$ cat src/rtl/pipe_ctrl_pkg.sv
// Shared state encoding, RV32I major opcodes and counter sizing for the hazard controller.
package pipe_ctrl_pkg;

   typedef enum logic [1:0] {
      ST_RUN      = 2'd0,
      ST_LU_STALL = 2'd1,
      ST_MEM_WAIT = 2'd2
   } state_e;

   localparam int CNT_W = 16;

   localparam logic [6:0] OPC_LOAD   = 7'b0000011;
   localparam logic [6:0] OPC_STORE  = 7'b0100011;
   localparam logic [6:0] OPC_OP_IMM = 7'b0010011;
   localparam logic [6:0] OPC_OP     = 7'b0110011;
   localparam logic [6:0] OPC_BRANCH = 7'b1100011;
   localparam logic [6:0] OPC_JAL    = 7'b1101111;
   localparam logic [6:0] OPC_JALR   = 7'b1100111;
   localparam logic [6:0] OPC_LUI    = 7'b0110111;

   // Performance counters stick at all-ones instead of wrapping.
   function automatic logic [CNT_W-1:0] sat_inc(input logic [CNT_W-1:0] v);
      return (&v) ? v : v + CNT_W'(1);
   endfunction

endpackage

$ cat src/rtl/hazard_cmp.sv
// Load-use detector: load in EX writing a nonzero register that the ID instruction reads.
// Purely combinational, no backpressure of its own.
module hazard_cmp
   import pipe_ctrl_pkg::*;
(
   input  logic       ex_memread_i,
   input  logic [4:0] ex_rd_i,
   input  logic       id_valid_i,
   input  logic [4:0] id_rs1_i,
   input  logic [4:0] id_rs2_i,
   output logic       lu_hit_o
);

   assign lu_hit_o = ex_memread_i & (ex_rd_i != 5'd0) & id_valid_i &
                     ((id_rs1_i == ex_rd_i) | (id_rs2_i == ex_rd_i));

endmodule

$ cat src/rtl/pipe_hazard_ctrl.sv
// Pipeline hazard FSM: memory-wait freeze, taken-branch flush, one-cycle load-use bubble.
// Control outputs are combinational from state and inputs; a freeze holds every pipeline register.
module pipe_hazard_ctrl
   import pipe_ctrl_pkg::*;
(
   input  logic             clk,
   input  logic             rst_n,
   input  logic             id_valid,
   input  logic [4:0]       id_rs1,
   input  logic [4:0]       id_rs2,
   input  logic [4:0]       id_rd,
   input  logic             id_regwrite,
   input  logic             id_memread,
   input  logic             ex_taken,
   input  logic             mem_req,
   input  logic             mem_ack,
   output logic             pc_en,
   output logic             ifid_en,
   output logic             ifid_flush,
   output logic             idex_flush,
   output logic             freeze,
   output logic [1:0]       state,
   output logic [CNT_W-1:0] stall_cnt,
   output logic [CNT_W-1:0] flush_cnt
);

   state_e           state_q, state_d;
   logic [4:0]       ex_rd_q, ex_rd_d;
   logic             ex_memread_q, ex_memread_d;
   logic [CNT_W-1:0] stall_cnt_q, stall_cnt_d;
   logic [CNT_W-1:0] flush_cnt_q, flush_cnt_d;
   logic             lu_hit;
   logic             mem_hold;

   hazard_cmp u_hazard_cmp (
      .ex_memread_i (ex_memread_q),
      .ex_rd_i      (ex_rd_q),
      .id_valid_i   (id_valid),
      .id_rs1_i     (id_rs1),
      .id_rs2_i     (id_rs2),
      .lu_hit_o     (lu_hit)
   );

   assign mem_hold = mem_req & ~mem_ack;

   always_comb begin
      state_d    = ST_RUN;
      pc_en      = 1'b1;
      ifid_en    = 1'b1;
      ifid_flush = 1'b0;
      idex_flush = 1'b0;
      freeze     = 1'b0;
      case (state_q)
         ST_RUN: begin
            if (mem_hold) begin
               freeze  = 1'b1;
               pc_en   = 1'b0;
               ifid_en = 1'b0;
               state_d = ST_MEM_WAIT;
            end else if (ex_taken) begin
               ifid_flush = 1'b1;
               idex_flush = 1'b1;
            end else if (lu_hit) begin
               pc_en      = 1'b0;
               ifid_en    = 1'b0;
               idex_flush = 1'b1;
               state_d    = ST_LU_STALL;
            end
         end
         // The bubble is already in EX, so the held instruction may now advance.
         ST_LU_STALL: begin
            if (mem_hold) begin
               freeze  = 1'b1;
               pc_en   = 1'b0;
               ifid_en = 1'b0;
               state_d = ST_MEM_WAIT;
            end
         end
         ST_MEM_WAIT: begin
            if (!mem_ack) begin
               freeze  = 1'b1;
               pc_en   = 1'b0;
               ifid_en = 1'b0;
               state_d = ST_MEM_WAIT;
            end
         end
         default: state_d = ST_RUN;
      endcase
   end

   always_comb begin
      ex_rd_d      = ex_rd_q;
      ex_memread_d = ex_memread_q;
      if (!freeze) begin
         if (idex_flush) begin
            ex_rd_d      = 5'd0;
            ex_memread_d = 1'b0;
         end else begin
            ex_rd_d      = id_rd;
            ex_memread_d = id_memread & id_regwrite & id_valid;
         end
      end
      stall_cnt_d = pc_en ? stall_cnt_q : sat_inc(stall_cnt_q);
      flush_cnt_d = ifid_flush ? sat_inc(flush_cnt_q) : flush_cnt_q;
   end

   always_ff @(posedge clk or negedge rst_n) begin
      if (!rst_n) begin
         state_q      <= ST_RUN;
         ex_rd_q      <= 5'd0;
         ex_memread_q <= 1'b0;
         stall_cnt_q  <= '0;
         flush_cnt_q  <= '0;
      end else begin
         state_q      <= state_d;
         ex_rd_q      <= ex_rd_d;
         ex_memread_q <= ex_memread_d;
         stall_cnt_q  <= stall_cnt_d;
         flush_cnt_q  <= flush_cnt_d;
      end
   end

   assign state     = state_q;
   assign stall_cnt = stall_cnt_q;
   assign flush_cnt = flush_cnt_q;

endmodule

$ cat config.mk
export PLATFORM = sky130hd
export DESIGN_NAME = pipe_hazard_ctrl
export DESIGN_NICKNAME = d
export VERILOG_FILES = /design/src/rtl/pipe_ctrl_pkg.sv /design/src/rtl/hazard_cmp.sv /design/src/rtl/pipe_hazard_ctrl.sv
export SDC_FILE = /design/constraint.sdc
export NUM_CORES = 1
export LEC_CHECK = 0
export BUFFER_PORTS_ARGS = -buffer_cell sky130_fd_sc_hd__buf_2
export CAP_MARGIN = 10
export CORE_ASPECT_RATIO = 0.7
export CORE_MARGIN = 1
export CORE_UTILIZATION = 27
export CTS_CLUSTER_DIAMETER = 200
export DETAILED_ROUTE_END_ITERATION = 16
export PLACE_DENSITY_LB_ADDON = 0.12
export SLEW_MARGIN = 0
export SYNTH_ARGS = -nofsm -noshare
export SYNTH_HDL_FRONTEND = slang
export SYNTH_SLANG_ARGS = --single-unit
$ cat constraint.sdc
create_clock -name clk -period 4.7 [get_ports clk]
set_input_delay 0.94 -clock clk [delete_from_list [all_inputs] [get_ports clk]]
set_output_delay 0.94 -clock clk [all_outputs]
set_load 0.01 [all_outputs]
==> impl_metrics.toml, run 1 <==
[clocking]
numCtsBuffers = 5
cts_tree = "done"
cts_hold_buf = 0
clk_latency_ns = 0.29
clk_path_buf_depth = 2
htreeDepth = 2
clk_pin_slew_ns = 0.08
cts-root-buf = "clkbuf_8"
post_cts_buffers = 0
cts_num_sinks = 40
cts-resized-gates = 0

[global_route]
grt_first_pass_wirelength_um = 7560
overflow = 0
grt_pass1_vias = 1448
grt_start_max_net_pins = 41
track_usage = 0.125
antenna_found_initial = 0

[power_and_ir_drop]
power.share.switching = 0.324
pwr_density_cell_nw_per_um2 = 357
pwr-share-comb = 0.237
internal_power_uw = 599
power_uw = 887
pwr-share-clk = 0.243
p_leak_nw = 1.25
vdd_ir_drop_max_mv = 0.142
seq_power_share = 0.519
p_switching_uw = 288

[sta]
finalMaxSlewViolations = 0
setup_tns_ns = 0
max_slew_margin = 0.382
min_period_ns = 3.41
period_share = 0.726
clock.fmax_mhz = 293
finalSetupViolCount = 0
holdWs_ns = 0.486
rsz0062_at_grt = "false"
fin_ws_ns = 1.29
fin_skew_ns = 0.00587
finalHoldViolCount = 0
worst_pin_slew_ns = 0.927

[finish]
ff_latch_area_um2 = 1000
fillers = 721
insertedDiodeCount = 0
layoutNonFillerInstCount = 360
drive_gt1_frac = 0.274
multi_input_area_um2 = 947
finalInstanceArea_um2 = 2480
area_delta_synth_final_pct = 23.6
nets = 291
final_core_util = 0.356

[detailed_routing]
drt_iter0_markers = 55
firstDrtPassIters = 4
wirelength_um = 4650
drc = 0
viasPerCell = 4.41
num_vias = 1587
wire_per_inst_um = 12.9
final_antenna_net_count = 0

[die]
start_util = 0.288
rows = 25
die_h_um = 74.2
io_pins = 62
die-width_um = 105
die_area_um2 = 7790
core-area_um2 = 6980

[placed_design]
pre_cts_ws_ns = 1.29
io_buffers = 61
placed_cell_area_um2 = 2400
place_hpwl_um = 3440
dp_cells = 353
gp_congestion = 0.708

[setup_path]
critPathLaunchType = "primary input"
crit_path_max_fanout = 7
crit_required_ns = 3.76
cp-end-kind = "output pin"
critPathArrivalTime_ns = 2.47
crit_type = "primary input to output pin"

[synthesis]
ys_warn_count = 0
synth-seq-cells = 40
avgSynthCellArea_um2 = 9.99
syn_inst = 201
syn_nets = 226
syn_area_um2 = 2010
synth.distinct_cells = 33
ys_seq_area_frac = 0.498

[outcome]
status = "completed"

[flow_run]
cap_violations = 0

[min_path]
hold_path_class = "flop to flop"
[state kept, by name, summed over array words and instances, names as in the netlist]
register,count
ex_memread_q,1
ex_rd_q,5
flush_cnt,16
stall_cnt,16
state,2
[worst max-delay path: stages]
cell     delay (ns)
buf_2          0.10
xnor2_1        0.13
nand3_1        0.10
o22ai_1        0.32
nand2_1        0.17
a21oi_1        0.48
buf_2          0.23
[kinds of logic (layout without fill, tap and decap cells)]
logic type                 count (synthesis)  count (layout)  share of synthesized area
and+or+nand+nor                           88              88                      0.206
DFF                                       40              40                      0.498
xor gates and xnor gates                  39              39                      0.170
AOI/OAI and AO/OA                         17              17                     0.0648
buffers and inverters                     12              77                     0.0299
muxes                                      3               3                     0.0187
adders and majority gates                  2               2                     0.0125
[power by group through the flow]
stage	registers [mW]	clock network, mW	logic, mW
final	0.461	0.216	0.211
after global routing	0.473	0.241	0.236
after CTS	0.461	0.228	0.214
after detailed placement	0.467	0	0.213
after global placement	0.468	0	0.212
after floorplan	0.479	0	0.111
[layer usage]
layer,routed length [um],up-vias,GRT usage
li1,-,814,-
met5,0,-,0
met2,1850,35,0.171
met1,2550,733,0.188
met4,34,0,0.0376
met3,205,5,0.0351
[synthesized netlist by cell type]
library cell | instances | area share
a211oi_2 | 1 | 0.0062
a21oi_1 | 1 | 0.0025
a221o_1 | 1 | 0.0050
and2_1 | 2 | 0.0062
and3_1 | 2 | 0.0062
and4_1 | 2 | 0.0087
buf_4 | 1 | 0.0037
buf_8 | 1 | 0.0075
clkbuf_1 | 1 | 0.0019
dfrtp_1 | 40 | 0.50
ha_1 | 2 | 0.012
inv_1 | 9 | 0.017
mux2_2 | 2 | 0.011
mux2_4 | 1 | 0.0075
nand2_1 | 29 | 0.054
nand2b_1 | 1 | 0.0031
nand3_1 | 14 | 0.035
nand4_1 | 6 | 0.019
nor2_1 | 16 | 0.030
nor3_1 | 10 | 0.025
nor4_1 | 3 | 0.0093
o2111ai_1 | 1 | 0.0044
o21a_1 | 1 | 0.0037
o21ai_0 | 6 | 0.015
o21ai_1 | 1 | 0.0025
o21ai_4 | 1 | 0.0081
o221a_2 | 1 | 0.0056
o22ai_1 | 1 | 0.0031
o311a_1 | 1 | 0.0050
o31ai_1 | 1 | 0.0037
or3_1 | 3 | 0.0093
xnor2_1 | 20 | 0.087
xor2_1 | 19 | 0.083
[worst paths after layout]
kind | startpoint | end | slack [ns] | cells after the start
setup / recovery | id_rs1[4] | idex_flush | 1.29 | 7
hold / removal | flush_cnt[15] | flush_cnt[15] | 0.49 | 1
setup reg to reg | ex_rd_q[0] | stall_cnt[1] | 2.58 | 5
hold reg to reg | flush_cnt[15] | flush_cnt[15] | 0.49 | 1
max in group asynchronous | rst_n | stall_cnt[14] | 3.34 | 1
min in group asynchronous | rst_n | flush_cnt[15] | 0.79 | 1
[cell usage in the layout, fill, tap and decap left out, drive strengths merged, types with 2 or more instances in the layout]
| master | instances |
|---|---|
| ha | 2 |
| nand2 | 29 |
| and2 | 2 |
| and4 | 2 |
| buf | 61 |
| xor2 | 19 |
| dfrtp | 40 |
| mux2 | 3 |
| xnor2 | 20 |
| nor4 | 3 |
| o21ai | 8 |
| nand4 | 6 |
| nor3 | 10 |
| nand3 | 14 |
| or3 | 3 |
| inv | 9 |
| clkbuf | 6 |
| and3 | 2 |
| nor2 | 16 |
[cell type report]
type                       count  area share
tap                           94      0.0474
clock buffer                   6      0.0292
sequential                    40       0.403
multi-input combinational    149       0.382
clock inverter                 1     0.00202
timing repair buffer          61       0.123
inverter                       9      0.0136
No activity file was read; power rests on OpenSTA's default activity.
==> inputs of run 2 (changes only) <==
==> constraint.sdc (replaced) <==
create_clock -name clk -period 2.8 [get_ports clk]
set_input_delay 0.56 -clock clk [delete_from_list [all_inputs] [get_ports clk]]
set_output_delay 0.56 -clock clk [all_outputs]
set_load 0.01 [all_outputs]
==> run 2 against run 1 <==
Against the previous run:
- sequential cell count unchanged
- critical path depth decreased by 1
- cell count increased by 1.1%
- clock power increased by 90%
- sequential power increased by 68%
- die area unchanged
- combinational power increased by 71%
- setup slack got worse by 0.98 ns
- worst hold slack got worse by 0.093 ns
- wire length increased by 5.8%
- largest cell class unchanged
==> impl_metrics.toml, run 2 (synthesis results as in run 1) <==
[detailed_routing]
final_antenna_net_count = 0
num_vias = 1636
firstDrtPassIters = 4
drc = 0
wire_per_inst_um = 13.5
drt_iter0_markers = 60
viasPerCell = 4.49
wirelength_um = 4910

[sta]
holdWs_ns = 0.393
fin_ws_ns = 0.312
worst_pin_slew_ns = 0.921
finalHoldViolCount = 0
setup_tns_ns = 0
finalMaxSlewViolations = 0
max_slew_margin = 0.386
fin_skew_ns = 0.00889
rsz0062_at_grt = "false"
period_share = 0.889
min_period_ns = 2.49
clock.fmax_mhz = 402
finalSetupViolCount = 0

[setup_path]
crit_type = "flop to output pin"
crit_path_max_fanout = 4
crit_path_cell_trace = "xnor2_1 -> nand3_1 -> o22ai_1 -> nand2_1 -> a21oi_1 -> buf_2"
cp-end-kind = "output pin"
crit_required_ns = 2.24
critPathLaunchType = "flop"
slowest_delay_ns = 0.45
critPathArrivalTime_ns = 1.93
slowest_stage = "dfrtp_1"

[clocking]
clk_latency_ns = 0.29
clk_path_buf_depth = 2
cts_hold_buf = 0
post_cts_buffers = 0
htreeDepth = 2
numCtsBuffers = 5
cts_tree = "done"
cts-root-buf = "clkbuf_8"
cts-resized-gates = 0
clk_pin_slew_ns = 0.08
cts_num_sinks = 40

[power_and_ir_drop]
power.share.switching = 0.327
seq_power_share = 0.501
vdd_ir_drop_max_mv = 0.220
pwr-share-comb = 0.234
pwr-share-clk = 0.265
pwr_density_cell_nw_per_um2 = 613
internal_power_mw = 1.04
p_leak_nw = 1.27
power_mw = 1.55
p_switching_uw = 505

[placed_design]
gp_congestion = 0.737
pre_cts_ws_ns = 0.458
io_buffers = 61
place_hpwl_um = 3700

[die]
die-width_um = 105
core-area_um2 = 6980
die_h_um = 74.2
io_pins = 62
start_util = 0.288
rows = 25
die_area_um2 = 7790

[finish]
insertedDiodeCount = 0
layout_common_cells = "buf_2, dfrtp_1, nand2_1"
nets = 294
area_delta_synth_final_pct = 25.5
drive_gt1_frac = 0.285
layout_commonest_cell = "buf_2"

[global_route]
grt_pass1_vias = 1516
track_usage = 0.131
antenna_found_initial = 0
grt_start_max_net_pins = 41
overflow = 0
grt_first_pass_wirelength_um = 7850

[flow_run]
cap_violations = 0

[min_path]
hold_path_class = "primary input to asynchronous set/reset pin"

[outcome]
status = "completed"
[run 2: per-stage QoR]
step                area [um2]   util  std cells
floorplan                 2010      -        201
global placement          2430  0.348        356
detailed placement        2430  0.348        356
CTS                       2520  0.361        364
global route              2520  0.361        364
finish                    2520  0.361        364
[run 2: worst max-delay path: cells and delay by family (launching register included)]
family / cells / cell delay [ns]
AOI/OAI and AO/OA: 2 / 0.56
xor gates and xnor gates: 1 / 0.18
buffers and inverters: 1 / 0.17
DFF: 1 / 0.45
and+or+nand+nor: 2 / 0.27
[run 2: power by group through the flow]
stage	Combinational (mW)	Sequential [mW]	Clock (mW)
finish	0.361	0.774	0.410
CTS	0.368	0.776	0.426
floorplan	0.186	0.803	0
detailed placement	0.367	0.786	0
global route	0.399	0.792	0.444
global placement	0.364	0.785	0
[run 2: per-layer routing]
layer,track usage,wire [um]
met1,0.198,2640
met2,0.177,1990
met3,0.0359,222
met4,0.0423,61
met5,0,0
[run 2: area by class of cell]
class / instances / area [um2]
inverters: 9 / 33.8
well taps: 94 / 118
clock buffers: 7 / 86.3
fillers: 740 / 4450
multi-input cells: 149 / 947
flip-flops and latches: 40 / 1000
repair buffers: 64 / 328
clock inverters: 1 / 7.51
[run 2: final timing paths]
path | from | endpoint | slack, ns | cells after the start
worst max-delay path | ex_rd_q[2] | idex_flush | 0.31 | 6
worst min-delay path | rst_n | flush_cnt[15] | 0.39 | 1
worst max register to register | ex_rd_q[1] | stall_cnt[1] | 0.69 | 5
worst min register to register | flush_cnt[15] | flush_cnt[15] | 0.49 | 1
max in group asynchronous | rst_n | stall_cnt[5] | 1.82 | 1
min in group clk | ex_taken | state[0] | 0.45 | 2
==> inputs of run 3 (changes only) <==
--- a/config.mk
+++ b/config.mk
@@ -5,7 +5,7 @@
 export SDC_FILE = /design/constraint.sdc
 export NUM_CORES = 1
 export LEC_CHECK = 0
-export BUFFER_PORTS_ARGS = -buffer_cell sky130_fd_sc_hd__buf_2
+export BUFFER_PORTS_ARGS = -buffer_cell sky130_fd_sc_hd__clkbuf_2
 export CAP_MARGIN = 10
 export CORE_ASPECT_RATIO = 0.7
 export CORE_MARGIN = 1
@@ -16,4 +16,5 @@
 export SLEW_MARGIN = 0
 export SYNTH_ARGS = -nofsm -noshare
 export SYNTH_HDL_FRONTEND = slang
+export SYNTH_HIERARCHICAL = 1
 export SYNTH_SLANG_ARGS = --single-unit
==> run 3 against run 2 <==
Against the previous run:
- die area grew 5.5%
- register-to-register slack lost 0.43 ns
- first-iteration DRC count increased by 12%
- synthesized cell count down 4.5%
- cell area is 7.3% higher
- sequential share of layout area decreased by 2.7 points
- sequential cell count is the same
- utilization grew 0.17 points
- combinational power rose by 40%
- clock skew up 0.0034 ns
- clock power fell by 2%
- wire length up 12%
==> impl_metrics.toml, run 3 <==
[setup_path]
slowest_stage = "dfrtp_1"
critPathTopFamily = "simple AND/OR/NAND/NOR gates"
r2r_cells = 10
critPathArrivalTime_ns = 2.12
cp_num_cells = 8
crit_path_max_fanout = 4
crit_buf_inv = 2
slowest_delay_ns = 0.38
cp-end-kind = "output pin"
crit_required_ns = 2.24
critPathLaunchType = "flop"
crit_type = "flop to output pin"
crit_path_cell_trace = "buf_4 -> xor2_1 -> nor3_1 -> nand3_1 -> a21oi_1 -> nor4b_4 -> nor3_4 -> clkbuf_2"

[synthesis]
synth_xor_area_frac = 0.165
synth.distinct_cells = 39
synthMuxAreaShare = 0.0153
syn_inst = 192
synth_top_cell_area_share = 0.472
syn_nets = 217
async_flop_share = 1.00
ys_warn_count = 6
synthAdderAreaFrac = 0.0118
synth-main-ff-cell = "dfrtp_1"
synth-seq-cells = 40
avgSynthCellArea_um2 = 11.0
ys_seq_area_frac = 0.472
synthTopCellsByArea = "dfrtp_1, xor2_1, nor4_1, nand4_1, nand3_1"
synthTopCellsByCount = "dfrtp_1, xor2_1, nand2_1"
synth_top_family_by_area = "simple AND/OR/NAND/NOR gates"
yosysMostFrequentCell = "dfrtp_1"
synth_compound_area_frac = 0.0507
synth_top_cell_by_area = "dfrtp_1"
synth-simple-area-share = 0.268
synth_edf_count = 0
syn_area_um2 = 2120

[die]
die-width_um = 108
rows = 26
die_h_um = 76.2
core-area_um2 = 7450
io_pins = 62
start_util = 0.285
die_area_um2 = 8220

[clocking]
htreeDepth = 2
cts_tree = "done"
clk_latency_ns = 0.29
numCtsBuffers = 5
clk_pin_slew_ns = 0.08
cts-root-buf = "clkbuf_8"
cts_num_sinks = 40
clk_path_buf_depth = 2

[finish]
nets = 291
layout_common_cells = "clkbuf_2, dfrtp_1, xor2_1"
layout_commonest_cell = "clkbuf_2"
insertedDiodeCount = 0
multi_input_area_um2 = 1100
ff_latch_area_um2 = 1000
drive_gt1_frac = 0.348
area_delta_synth_final_pct = 27.6
fillers = 771

[detailed_routing]
wire_per_inst_um = 15.1
wl_met2_um = 2100
routed-wl-met3_um = 372
wirelength_um = 5520
num_vias = 1724
firstDrtPassIters = 4
viasPerCell = 4.72
top_layer_used = "met4"
drt_iter0_markers = 67
final_antenna_net_count = 0
m1WireLength_um = 3010
drc = 0

[sta]
finalMaxSlewViolations = 0
setup_tns_ns = 0
finalHoldViolCount = 0
min_period_ns = 2.68
fin_skew_ns = 0.0123
worst_pin_slew_ns = 0.712
period_share = 0.959
clock.fmax_mhz = 373
finalSetupViolCount = 0
max_slew_margin = 0.521

[power_and_ir_drop]
vdd_ir_drop_max_mv = 0.229
pwr_density_cell_nw_per_um2 = 646
p_leak_nw = 1.35
power_mw = 1.75

[placed_design]
place_hpwl_um = 4110
gp_congestion = 0.758
io_buffers = 61

[global_route]
track_usage = 0.144
grt_start_max_net_pins = 41
antenna_found_initial = 0
overflow = 0
grt_pass1_vias = 1658
grt_first_pass_wirelength_um = 9230

[flow_run]
cap_violations = 0

[outcome]
status = "completed"

[min_path]
hold_path_class = "primary input to asynchronous set/reset pin"
run 3: cell types whose count changed in the layout (fill, tap and decap cells not counted), moves of 9 or more:
cell,delta
nor2_1,-9
xor2_1,+17
nand2_1,-17
clkbuf_2,+61
buf_2,-61
xnor2_1,-16
run 3: final cells by class:
type | instances | share of cell area
well taps | 98 | 0.0453
clock inverters | 1 | 0.00278
flip-flops and latches | 40 | 0.370
clock buffers | 7 | 0.0319
multi-input cells | 146 | 0.407
repair buffers | 71 | 0.141
inverters | 2 | 0.00278
run 3: logic make-up (layout without fill, tap and decap cells):
family | count (synthesis) | in the layout
xor gates and xnor gates | 40 | 40
adders and majority gates | 2 | 2
and+or+nand+nor | 89 | 89
buffers and inverters | 6 | 81
DFF | 40 | 40
AOI/OAI and AO/OA | 12 | 12
muxes | 3 | 3
run 3: final timing paths:
kind,start,endpoint,slack (ns)
worst max-delay path,ex_rd_q[1],pc_en,0.12
worst min-delay path,rst_n,stall_cnt[6],0.32
worst max register to register,ex_rd_q[1],stall_cnt[3],0.26
worst min register to register,flush_cnt[15],flush_cnt[15],0.51
max in group asynchronous,rst_n,stall_cnt[0],2.11
min in group clk,id_rd[3],ex_rd_q[3],0.50
run 3: power breakdown:
| group | internal (mW) | switching [mW] | total (mW) |
|---|---|---|---|
| registers | 0.682 | 0.161 | 0.843 |
| clock network | 0.200 | 0.199 | 0.400 |
| logic | 0.230 | 0.276 | 0.506 |
| total | 1.11 | 0.636 | 1.75 |
run 3: stage by stage:
| stage | worst slack [ns] | std cells | utilization | instance area (um2) | hold WS (ns) |
|---|---|---|---|---|---|
| 2_1_floorplan | 0.262 | 192 | - | 2120 | 0.264 |
| 3_3_place_gp | -0.262 | 356 | 0.347 | 2590 | 0.497 |
| 3_5_place_dp | -0.296 | 356 | 0.347 | 2590 | 0.488 |
| 4_1_cts | 0.0660 | 365 | 0.362 | 2700 | 0.347 |
| 5_1_grt | -0.000892 | 365 | 0.363 | 2710 | 0.374 |
| 6_report | 0.116 | 365 | 0.363 | 2710 | 0.321 |
run 3: timing repair:
item,in CTS,in global routing
gates resized for setup,1,1
cloned,0,0
pin swaps,1,0
setup endpoints to repair,5,2
hold buffers,0,0
setup buffers,1,0
run 3: per-layer routing:
layer | GRT usage | vias to the layer above
met5 | 0 | -
met1 | 0.242 | 811
met2 | 0.178 | 57
met3 | 0.0317 | 2
met4 | 0.0329 | 0
li1 | - | 854
